**src/rtl/i2c_pkg.sv**
```systemverilog
// Shared I2C definitions for the bus initiator and target: FSM states, ACK levels, quarter indices.
// No logic, no latency.
// No flow control.
package i2c_pkg;

  typedef enum logic [3:0] {
    IDLE, START, ADDR, AACK, WDATA, WACK, RDATA, RNACK, STOP, DONE
  } state_t;

  localparam logic I2C_ACK  = 1'b0;
  localparam logic I2C_NACK = 1'b1;

  localparam logic [1:0] Q0 = 2'd0;
  localparam logic [1:0] Q1 = 2'd1;
  localparam logic [1:0] Q2 = 2'd2;
  localparam logic [1:0] Q3 = 2'd3;

endpackage

```
**src/rtl/i2c_bit_timer.sv**
```systemverilog
// SCL quarter-period timebase: counter 0..QTR_DIV-1 plus quarter index, with qtr_end/sample strobes.
// Strobes are combinational from the counter; cleared to q0/count 0 whenever run is low.
// hold freezes the count (slave clock stretching); no other backpressure.
module i2c_bit_timer
  #(parameter int QTR_DIV = 125,
    parameter int CNT_W   = 8)
  (
    input  logic       clk,
    input  logic       rst,
    input  logic       run,
    input  logic       hold,
    output logic [1:0] q,
    output logic       qtr_end,
    output logic       sample
  );
  import i2c_pkg::*;

  localparam logic [CNT_W-1:0] CNT_LAST = CNT_W'(QTR_DIV - 1);

  logic [CNT_W-1:0] cnt;

  assign qtr_end = run && !hold && (cnt == CNT_LAST);
  // SDA is read on the last clk of the second high quarter, just before SCL falls.
  assign sample  = qtr_end && (q == Q2);

  always_ff @(posedge clk) begin
    if (rst || !run) begin
      cnt <= '0;
      q   <= Q0;
    end else if (qtr_end) begin
      cnt <= '0;
      q   <= q + 2'd1;
    end else if (!hold) begin
      cnt <= cnt + CNT_W'(1);
    end
  end

endmodule

```
**src/rtl/i2c_master.sv**
```systemverilog
// Single-byte I2C initiator: START, {addr,rw}, one data byte (write, or read then NACK), STOP.
// Latency: 80 quarter-periods start->done (44 on address NACK), plus any stretched clocks.
// start ignored while busy; I2C_CLK_STRETCH_EN adds scl_in so a slave can hold SCL low in q1/q2.
module i2c_master
  #(parameter int QTR_DIV = 125,
    parameter int CNT_W   = 8)
  (
    input  logic       clk,
    input  logic       rst,
    input  logic       start,
    input  logic [6:0] addr,
    input  logic       rw,
    input  logic [7:0] wdata,
    input  logic       sda_in,
`ifdef I2C_CLK_STRETCH_EN
    input  logic       scl_in,
`endif
    output logic       scl,
    output logic       sda_out,
    output logic       busy,
    output logic       done,
    output logic       ack_err,
    output logic [7:0] rdata
  );
  import i2c_pkg::*;

  state_t     state, state_nxt;
  logic [1:0] q;
  logic       run, hold, qtr_end, sample, slot_end, last_bit, accept, bit_scl;
  logic [2:0] bit_cnt;
  logic [7:0] sreg, wdata_r;
  logic       rw_r, ack_smp;

  assign run      = (state != IDLE) && (state != DONE);
  assign accept   = start && (state == IDLE);
  assign slot_end = qtr_end && (q == Q3);
  assign last_bit = slot_end && (bit_cnt == 3'd7);
  assign bit_scl  = (q == Q1) || (q == Q2);
  assign busy     = (state != IDLE);
  assign done     = (state == DONE);

`ifdef I2C_CLK_STRETCH_EN
  assign hold = bit_scl && !scl_in;
`else
  assign hold = 1'b0;
`endif

  i2c_bit_timer #(.QTR_DIV(QTR_DIV), .CNT_W(CNT_W)) u_timer (
    .clk     (clk),
    .rst     (rst),
    .run     (run),
    .hold    (hold),
    .q       (q),
    .qtr_end (qtr_end),
    .sample  (sample)
  );

  always_ff @(posedge clk) begin
    if (rst) begin
      state   <= IDLE;
      bit_cnt <= '0;
      sreg    <= '0;
      wdata_r <= '0;
      rw_r    <= 1'b0;
      ack_smp <= I2C_ACK;
      ack_err <= 1'b0;
      rdata   <= '0;
    end else begin
      state <= state_nxt;
      if (accept) begin
        sreg    <= {addr, rw};
        wdata_r <= wdata;
        rw_r    <= rw;
        bit_cnt <= '0;
        ack_err <= 1'b0;
      end
      if (sample) begin
        ack_smp <= sda_in;
        if (state == RDATA) sreg <= {sreg[6:0], sda_in};
      end
      // Shifting at slot end keeps SDA edges inside the SCL-low window.
      if (slot_end) begin
        case (state)
          ADDR, WDATA: begin
            sreg    <= {sreg[6:0], 1'b0};
            bit_cnt <= bit_cnt + 3'd1;
          end
          RDATA: bit_cnt <= bit_cnt + 3'd1;
          AACK: begin
            sreg <= wdata_r;
            if (ack_smp != I2C_ACK) ack_err <= 1'b1;
          end
          WACK:  if (ack_smp != I2C_ACK) ack_err <= 1'b1;
          RNACK: rdata <= sreg;
          default: ;
        endcase
      end
    end
  end

  always_comb begin
    state_nxt = state;
    scl       = 1'b1;
    sda_out   = 1'b1;
    case (state)
      IDLE:  if (start) state_nxt = START;
      START: begin
        sda_out = (q == Q0) || (q == Q1);
        if (slot_end) state_nxt = ADDR;
      end
      ADDR: begin
        scl     = bit_scl;
        sda_out = sreg[7];
        if (last_bit) state_nxt = AACK;
      end
      AACK: begin
        scl = bit_scl;
        if (slot_end) state_nxt = (ack_smp == I2C_NACK) ? STOP : (rw_r ? RDATA : WDATA);
      end
      WDATA: begin
        scl     = bit_scl;
        sda_out = sreg[7];
        if (last_bit) state_nxt = WACK;
      end
      WACK: begin
        scl = bit_scl;
        if (slot_end) state_nxt = STOP;
      end
      RDATA: begin
        scl = bit_scl;
        if (last_bit) state_nxt = RNACK;
      end
      RNACK: begin
        scl = bit_scl;
        if (slot_end) state_nxt = STOP;
      end
      STOP: begin
        scl     = (q != Q0);
        sda_out = (q == Q2) || (q == Q3);
        if (slot_end) state_nxt = DONE;
      end
      DONE:    state_nxt = IDLE;
      default: state_nxt = IDLE;
    endcase
  end

endmodule

```
**config.mk**
```make
export PLATFORM = sky130hd
export DESIGN_NAME = i2c_master
export DESIGN_NICKNAME = d
export VERILOG_FILES = /design/src/rtl/i2c_pkg.sv /design/src/rtl/i2c_bit_timer.sv /design/src/rtl/i2c_master.sv
export SDC_FILE = /design/constraint.sdc
export NUM_CORES = 1
export LEC_CHECK = 0
export ABC_AREA = 1
export BUFFER_PORTS_ARGS = -buffer_cell sky130_fd_sc_hd__buf_2
export CORE_UTILIZATION = 40
export CTS_CLUSTER_SIZE = 40
export DETAILED_ROUTE_END_ITERATION = 6
export HOLD_SLACK_MARGIN = 0.12
export SKIP_CTS_REPAIR_TIMING = 1
export SLEW_MARGIN = 25
export SYNTH_ARGS = -nofsm -noshare
export SYNTH_HDL_FRONTEND = slang
export SYNTH_SLANG_ARGS = --single-unit
```
**constraint.sdc**
```tcl
create_clock -name clk -period 3.7 [get_ports clk]
set_clock_uncertainty 0.15 [all_clocks]
set_input_delay 0.925 -clock clk [delete_from_list [all_inputs] [get_ports clk]]
set_output_delay 0.925 -clock clk [all_outputs]
set_load 0.01 [all_outputs]
```
==> results of run 1 <==
==> layout by cell type, fill, tap and decap left out <==
master	count
nand2_1	88
o21ai_1	1
inv_2	8
nand4_1	11
o21a_1	1
clkinv_2	2
a21oi_1	36
clkbuf_1	1
ha_1	8
nand3b_1	1
nor3_4	1
nor3_1	5
nand2_4	1
inv_4	1
nor2_4	2
o221ai_1	1
nor2_1	27
o22ai_1	1
a21oi_2	1
nor2_2	3
o21ai_0	26
nand3_4	2
nand3_2	1
inv_1	44
dfxtp_1	44
o21ai_2	1
clkbuf_8	5
nand3_1	21
xor2_1	4
buf_2	32
o211ai_2	1
==> metrics by stage <==
stage	area (um2)	instances	power (mW)	setup WS (ns)
6_report	2670	453	1.48	0.882
2_1_floorplan	2390	351	1.07	1.42
3_3_place_gp	2590	446	1.19	1.29
3_5_place_dp	2590	446	1.19	1.22
4_1_cts	2670	453	1.49	0.866
5_1_grt	2670	453	1.60	0.679
==> synth_stat cells, drive strengths merged <==
library cell	n
a21oi	37
buf	5
clkbuf	4
clkinv	1
dfxtp	44
ha	8
inv	53
nand2	89
nand3	24
nand3b	1
nand4	11
nor2	32
nor3	6
o211ai	1
o21a	1
o21ai	28
o221ai	1
o22ai	1
xor2	4
==> area by class of cell <==
| class | count | area (um2) | share of cell area |
|---|---|---|---|
| multi-input cells | 244 | 1250 | 0.470 |
| flip-flops and latches | 44 | 881 | 0.330 |
| inverters | 54 | 206 | 0.0773 |
| repair buffers | 32 | 160 | 0.0600 |
| well taps | 72 | 90.1 | 0.0337 |
| clock buffers | 6 | 72.6 | 0.0272 |
| clock inverters | 1 | 5.00 | 0.00187 |
==> logic make-up (layout without fill, tap and decap cells) <==
kind of cell | Yosys count | in the layout | share of synthesized area
AO/OA/AOI/OAI | 69 | 69 | 0.154
XOR/XNOR | 4 | 4 | 0.0147
adder cells (fa/ha/maj) | 8 | 8 | 0.0419
buffers and inverters | 63 | 93 | 0.107
flip-flops | 44 | 44 | 0.368
AND/OR/NAND/NOR | 163 | 163 | 0.314
==> path summary, 6_finish.rpt <==
path | slack [ns] | start | endpoint | cells after the start
setup / recovery | 0.88 | state[3] | sda_out | 6
setup reg to reg | 1.69 | state[0] | sreg[1] | 7
hold / removal | 0.30 | wdata_r[3] | wdata_r[3] | 2
hold reg to reg | 0.30 | wdata_r[3] | wdata_r[3] | 2
==> tightest hold or removal path: stages, from the launching register on <==
cell     delay, ns
dfxtp_1       0.30
inv_1         0.06
a21oi_1       0.05
==> metal layers <==
metal  routed length [um]  part of all wire  vias up
met2                 2450              0.43       56
li1                     -                 -     1190
met1                 2910              0.51      976
met5                    0                 0        -
met3                  261             0.046        5
met4                   57             0.010        0
==> sequential cells by signal, summed over array words and instances, names as in the netlist <==
signal and count:
ack_smp 1, sreg 8, rw_r 1, wdata_r 8
u_timer.cnt 8, ack_err 1, bit_cnt 3, rdata 8
state 4, u_timer.q 2
==> report_power, final <==
| group | switching [mW] | internal, mW |
|---|---|---|
| Sequential | 0.0645 | 0.551 |
| Clock | 0.161 | 0.129 |
| Combinational | 0.384 | 0.188 |
| Total | 0.610 | 0.867 |
==> flow_summary.json, run 1 <==
{
  "io_pins": 33,
  "tightest_slew_ns": 0.501,
  "first_global_vias": 1942,
  "cp_top_family": "simple AND/OR/NAND/NOR gates",
  "fillers": 600,
  "gp_congestion": 0.856,
  "synth_area_mm2": 0.00239,
  "crit_top_cell": "nand2_1",
  "vdd_drop_max_v": 0.000216,
  "cts_root_buffer": "clkbuf_8",
  "drive_gt1_frac": 0.160,
  "n_antenna_cell": 0,
  "power_density_mw_per_mm2": 553,
  "crit_buf_inv": 1,
  "drc": 0,
  "grt_util_all_layers": 0.198,
  "max_slew_margin": 0.666,
  "dr_total_vias": 2227,
  "syn_inst": 351,
  "rsz0062_at_grt": "no",
  "area_growth_pct": 11.7,
  "cts_made_buffers": 5,
  "antenna_found_initial": 0,
  "die_h_um": 79.3,
  "drt_wl_total_um": 5680,
  "start_util": 0.424,
  "cts_num_sinks": 44,
  "yosys_warnings": 0,
  "netlist.area_leader.share": 0.368,
  "die_x_um": 79.3,
  "crit_slowest_cell": "dfxtp_1",
  "crit_fanout": 9,
  "maxCapViolCount": 0,
  "drtIter0Drc": 145,
  "final-max-slew-violation-count": 0,
  "coreArea_mm2": 0.00564,
  "grt_max_degree": 25,
  "synth.area.top_cells": "dfxtp_1 (37%), nand2_1 (14%), a21oi_1 (7.5%)",
  "synth.distinct_cells": 32,
  "hold_viol": 0,
  "yosys.area.top_type": "dfxtp_1",
  "cts_tree": "built",
  "endpoint_kind": "primary output",
  "crit_chain": "nor2_2, nand3_1, nand2_1, nand2_1, o221ai_1, buf_2",
  "ant_nets": 0,
  "io_buffers": 32,
  "crit_type": "reg2out",
  "grt_util_met2": 0.297,
  "setup_viol_count_final": 0,
  "hold_path_class": "reg2reg",
  "top_usage_layer": "met2",
  "tns_ns": 0,
  "min_period_over_period": 0.762,
  "critical-path-max-stage-delay_ns": 0.38,
  "synth_fp_nets": 379,
  "crit_required_ns": 2.62,
  "avgRoutedWirePerCell_um": 12.5,
  "dpl.hpwl_um": 4070,
  "grt_overflow": 0,
  "ctsLongestPathBuffers": 2,
  "status": "complete, no violations",
  "cp-start-kind": "flip-flop",
  "clk_latency_ns": 0.29,
  "rows": 27,
  "grt_util_met1": 0.285,
  "synth-seq-area-share": 0.368,
  "crit_arrival_ns": 1.74,
  "viasPerCell": 4.92,
  "grt_pass1_wl_um": 9530,
  "period_minus_slack_ns": 2.82,
  "syn_area_per_cell_um2": 6.81,
  "h-tree-depth": 2,
  "timing.hold.ws_ns": 0.303,
  "nets": 409,
  "clk_pin_slew_ns": 0.08,
  "die_area_mm2": 0.00629,
  "ys_ff_latch": 44,
  "p_leak_nw": 1.15,
  "finish.utilization": 0.473,
  "max_freq_mhz": 355,
  "use_met3": 0.0345,
  "drtPass1Iterations": 4
}
(Power assumes the default switching activity.)
==> run 2: changes to the inputs <==
Clock period 3.7 ns to 2.3 ns, I/O delays scaled along.
==> run 2 against run 1 <==
- clock-buffer cell count is 1 lower
- core utilization is 0.98 points higher
- first-iteration DRC count is 9.7% lower
- final area is 2.1% higher
- total power is 66% higher
- non-clock buffer count is 5 higher
- routed wire length is 1.0% higher
- largest cell class unchanged
- highest routed layer unchanged
==> flow_summary.json, run 2 (synthesis results as in run 1) <==
{
  "die_h_um": 79.3,
  "hold_depth": 2,
  "h-tree-depth": 2,
  "hold_path_class": "reg2reg",
  "clk_pin_slew_ns": 0.09,
  "hold_viol": 0,
  "crit_fanout": 7,
  "drtIter0Drc": 131,
  "cts_tree": "built",
  "area_growth_pct": 14.0,
  "worst-r2r-cell-count": 11,
  "cts_root_buffer": "clkbuf_8",
  "min_to": "wdata_r[3]",
  "status": "complete, no violations",
  "crit_arrival_ns": 1.52,
  "start_util": 0.424,
  "final_cell_mix": "nand2_1 (87), inv_1 (44), dfxtp_1 (41)",
  "rows": 27,
  "vdd_drop_max_v": 0.000313,
  "coreArea_mm2": 0.00564,
  "drc": 0,
  "max_freq_mhz": 445,
  "r2r_start": "u_timer.cnt[0]",
  "io_pins": 33,
  "final_common_cell": "nand2_1",
  "rsz0062_at_grt": "yes",
  "first_global_vias": 1939,
  "ctsLongestPathBuffers": 2,
  "drtPass1Iterations": 4,
  "crit_start": "state[3]",
  "cts_made_buffers": 5,
  "min_period_over_period": 0.977,
  "ant_nets": 0,
  "grt_util_all_layers": 0.194,
  "avgRoutedWirePerCell_um": 12.5,
  "viasPerCell": 4.99,
  "grt_pass1_wl_um": 9440,
  "clk_latency_ns": 0.30,
  "final-max-slew-violation-count": 0,
  "endpoint_kind": "primary output",
  "die_x_um": 79.3,
  "die_area_mm2": 0.00629,
  "drt_wl_total_um": 5740,
  "hold_start": "wdata_r[3]",
  "nets": 414,
  "grt_max_degree": 22,
  "dr_total_vias": 2285,
  "antenna_found_initial": 0,
  "rr_endpoint": "state[2]",
  "grt_overflow": 0,
  "cts_num_sinks": 44,
  "timing.hold.ws_ns": 0.305,
  "tightest_slew_ns": 0.470,
  "power_density_mw_per_mm2": 900,
  "drive_gt1_frac": 0.189,
  "p_leak_nw": 1.17,
  "n_antenna_cell": 0,
  "io_buffers": 32,
  "period_minus_slack_ns": 2.25,
  "gp_congestion": 0.822,
  "power.total_mw": 2.45,
  "max_slew_margin": 0.686,
  "crit_required_ns": 1.57,
  "r2r_setup_slack_ns": 0.32,
  "setup_viol_count_final": 0,
  "cp-start-kind": "flip-flop",
  "crit_type": "reg2out",
  "maxCapViolCount": 0,
  "dpl.hpwl_um": 4160
}
[run 2: area by class of cell]
type	count	area (um2)
Inverter	54	209
Multi-Input combinational cell	244	1260
Sequential cell	44	885
Clock buffer	5	68.8
Fill cell	599	2920
Tap cell	72	90.1
Timing Repair Buffer	37	198
Clock inverter	2	12.5
[run 2: routing by layer]
| metal | up-vias | part of all wire | GRT usage |
|---|---|---|---|
| met5 | - | 0 | 0 |
| met4 | 0 | 0.0094 | 0.0491 |
| met3 | 6 | 0.026 | 0.0379 |
| met2 | 38 | 0.41 | 0.274 |
| met1 | 1036 | 0.55 | 0.295 |
| li1 | 1205 | - | - |
[run 2: worst max-delay path, cell delays in order (launching register included)]
cell      delay [ns]
dfxtp_2         0.43
nand2_2         0.12
nor2_2          0.14
inv_1           0.09
nor3_1          0.16
o221ai_1        0.13
buf_2           0.15
[run 2: how the worst max path moves through the flow]
stage,cells past startpoint,end,slack [ns]
floorplan,5,sda_out,0.37
global placement,6,sda_out,0.32
detailed placement,6,sda_out,0.27
CTS,6,sda_out,-0.07
global route,7,sda_out,-0.03
finish,6,sda_out,0.05
[run 2: where the power goes]
part           total, mW  leakage [nW]  internal (mW)  switching (mW)
sequential          1.00         0.359          0.890           0.111
combinational      0.970         0.772          0.331           0.639
clock              0.482        0.0400          0.206           0.275
total               2.45          1.17           1.43            1.03
[run 2: metrics by stage]
| stage | setup slack (ns) | TNS (ns) | instance area [um2] | utilization | std cells |
|---|---|---|---|---|---|
| CTS | -0.0683 | -0.0683 | 2710 | 0.481 | 458 |
| finish | 0.0526 | 0 | 2730 | 0.483 | 458 |
| detailed placement | 0.272 | 0 | 2630 | 0.466 | 451 |
| global placement | 0.324 | 0 | 2630 | 0.466 | 451 |
| global route | -0.0274 | -0.0274 | 2730 | 0.483 | 458 |
| floorplan | 0.374 | 0 | 2390 | - | 351 |
==> run 3: changes to the inputs <==
Settings changed: CORE_UTILIZATION 40 to 51, PLACE_DENSITY set to 0.75.
==> run 3 against run 2 <==
- the flow now finishes with violations (design-rule violations)
- first-iteration DRC count increased by 66%
- setup slack improved by 0.056 ns
- critical path depth decreased by 2
- total power increased by 5.3%
- clock-buffer cell count increased by 1
- critical path type unchanged
- critical endpoint unchanged
- core utilization increased by 14 points
- combinational power increased by 2.6%
- cell count decreased by 3.3%
- sequential cell count unchanged
- routed wire length decreased by 3.5%
- sequential power about the same
- global-route usage increased by 3.5 points
==> flow_summary.json, run 3 (synthesis results as in run 1) <==
{
  "dr_wl_met3_um": 325,
  "drive_gt1_frac": 0.197,
  "fin_ws_ns": 0.109,
  "fin_area_mm2": 0.00276,
  "clk_pin_slew_ns": 0.09,
  "grt_util_all_layers": 0.228,
  "crit_required_ns": 1.57,
  "grt_overflow": 0,
  "first_global_vias": 1981,
  "instances_no_fill": 443,
  "gp_congestion": 0.896,
  "io_pins": 33,
  "fillers": 437,
  "crit_arrival_ns": 1.47,
  "cts_tree": "built",
  "cp-start-kind": "flip-flop",
  "setup_viol_count_final": 0,
  "nets": 418,
  "wl_met2_um": 2450,
  "internal-power_mw": 1.56,
  "grt_max_degree": 21,
  "final_common_cell": "nand2_1",
  "tightest_slew_ns": 0.465,
  "power_density_mw_per_mm2": 938,
  "cts_root_buffer": "clkbuf_8",
  "p_sw_frac": 0.396,
  "crit_slowest_cell": "dfxtp_1",
  "dpl.hpwl_um": 3890,
  "max_freq_mhz": 456,
  "finish.utilization": 0.620,
  "crit_chain": "ha_1, nor3_2, o221ai_1, buf_2",
  "max_slew_margin": 0.689,
  "clk_latency_ns": 0.30,
  "dp.cells": 432,
  "wl_met1_um": 2660,
  "hold_depth": 2,
  "cts_num_sinks": 44,
  "crit_type": "reg2out",
  "timing.hold.ws_ns": 0.303,
  "drtIter0Drc": 217,
  "status": "finished with violations",
  "die_h_um": 70.5,
  "crit_buf_inv": 1,
  "cp_top_family": "flip-flops",
  "ctsLongestPathBuffers": 2,
  "coreArea_mm2": 0.00444,
  "rsz0062_at_grt": "no",
  "vdd_drop_max_v": 0.000560,
  "endpoint_kind": "primary output",
  "maxCapViolCount": 0,
  "post_dp_cell_area_mm2": 0.00261,
  "ant_nets": 0,
  "min_period_over_period": 0.953,
  "p_leak_nw": 1.21,
  "drtPass1Iterations": 7,
  "final-max-slew-violation-count": 0,
  "path_depth": 4,
  "start_util": 0.538,
  "grt_pass1_wl_um": 8890,
  "routed.top_layer": "met4",
  "n_antenna_cell": 0,
  "final_cell_mix": "nand2_1 (88), inv_1 (44), dfxtp_1 (40)",
  "p_sw_mw": 1.02,
  "hold_path_class": "reg2reg",
  "antenna_found_initial": 0,
  "io_buffers": 32,
  "drc": 2,
  "hold_viol": 0,
  "rows": 24,
  "critical-path-max-stage-delay_ns": 0.40,
  "combPwrFrac": 0.385,
  "viasPerCell": 5.31,
  "pwr-share-clk": 0.228,
  "die_area_mm2": 0.00497,
  "power_frac_seq": 0.387,
  "period_minus_slack_ns": 2.19,
  "avgRoutedWirePerCell_um": 12.5,
  "cts_made_buffers": 5,
  "worst-r2r-cell-count": 11,
  "crit_fanout": 6,
  "violations": "design-rule violations",
  "preCtsSetupSlack_ns": 0.326,
  "die_x_um": 70.5,
  "h-tree-depth": 2,
  "drt_wl_total_um": 5540,
  "area_growth_pct": 15.2,
  "dr_total_vias": 2352
}
run 3: cell type report:
type | count | area, um2 | area share
Multi-Input combinational cell | 244 | 1260 | 0.458
Sequential cell | 44 | 886 | 0.322
Timing Repair Buffer | 41 | 228 | 0.0827
Inverter | 54 | 206 | 0.0749
Clock buffer | 6 | 72.6 | 0.0263
Tap cell | 52 | 65.1 | 0.0236
Clock inverter | 2 | 35.0 | 0.0127
run 3: path summary, 6_finish.rpt:
| path | from | end | slack (ns) |
|---|---|---|---|
| max | u_timer.q[0] | sda_out | 0.11 |
| min | wdata_r[1] | wdata_r[1] | 0.30 |
| max reg2reg | state[1] | rdata[3] | 0.35 |
| min reg2reg | wdata_r[1] | wdata_r[1] | 0.30 |
run 3: worst min-delay path, stage by stage, from the launching register on:
cell,delay (ns)
dfxtp_1,0.30
inv_1,0.06
a21oi_1,0.05
run 3: per-layer routing:
metal,vias up,global-route usage
li1,1212,-
met3,13,0.0447
met1,1052,0.306
met5,-,0
met4,0,0.0816
met2,75,0.365
run 3: power by group through the flow:
stage / combinational [mW] / sequential, mW / clock, mW
after floorplan: 0.747 / 0.967 / 0
after global placement: 0.931 / 0.998 / 0
after detailed placement: 0.938 / 1.00 / 0
after CTS: 0.952 / 0.988 / 0.595
after global routing: 1.11 / 1.01 / 0.631
final: 0.995 / 0.999 / 0.590
run 3: metrics by stage:
stage                     power [mW]  TNS [ns]
after floorplan                 1.71         0
after global placement          1.93         0
after detailed placement        1.94         0
after CTS                       2.53  -0.00709
after global routing            2.76         0
final                           2.58         0
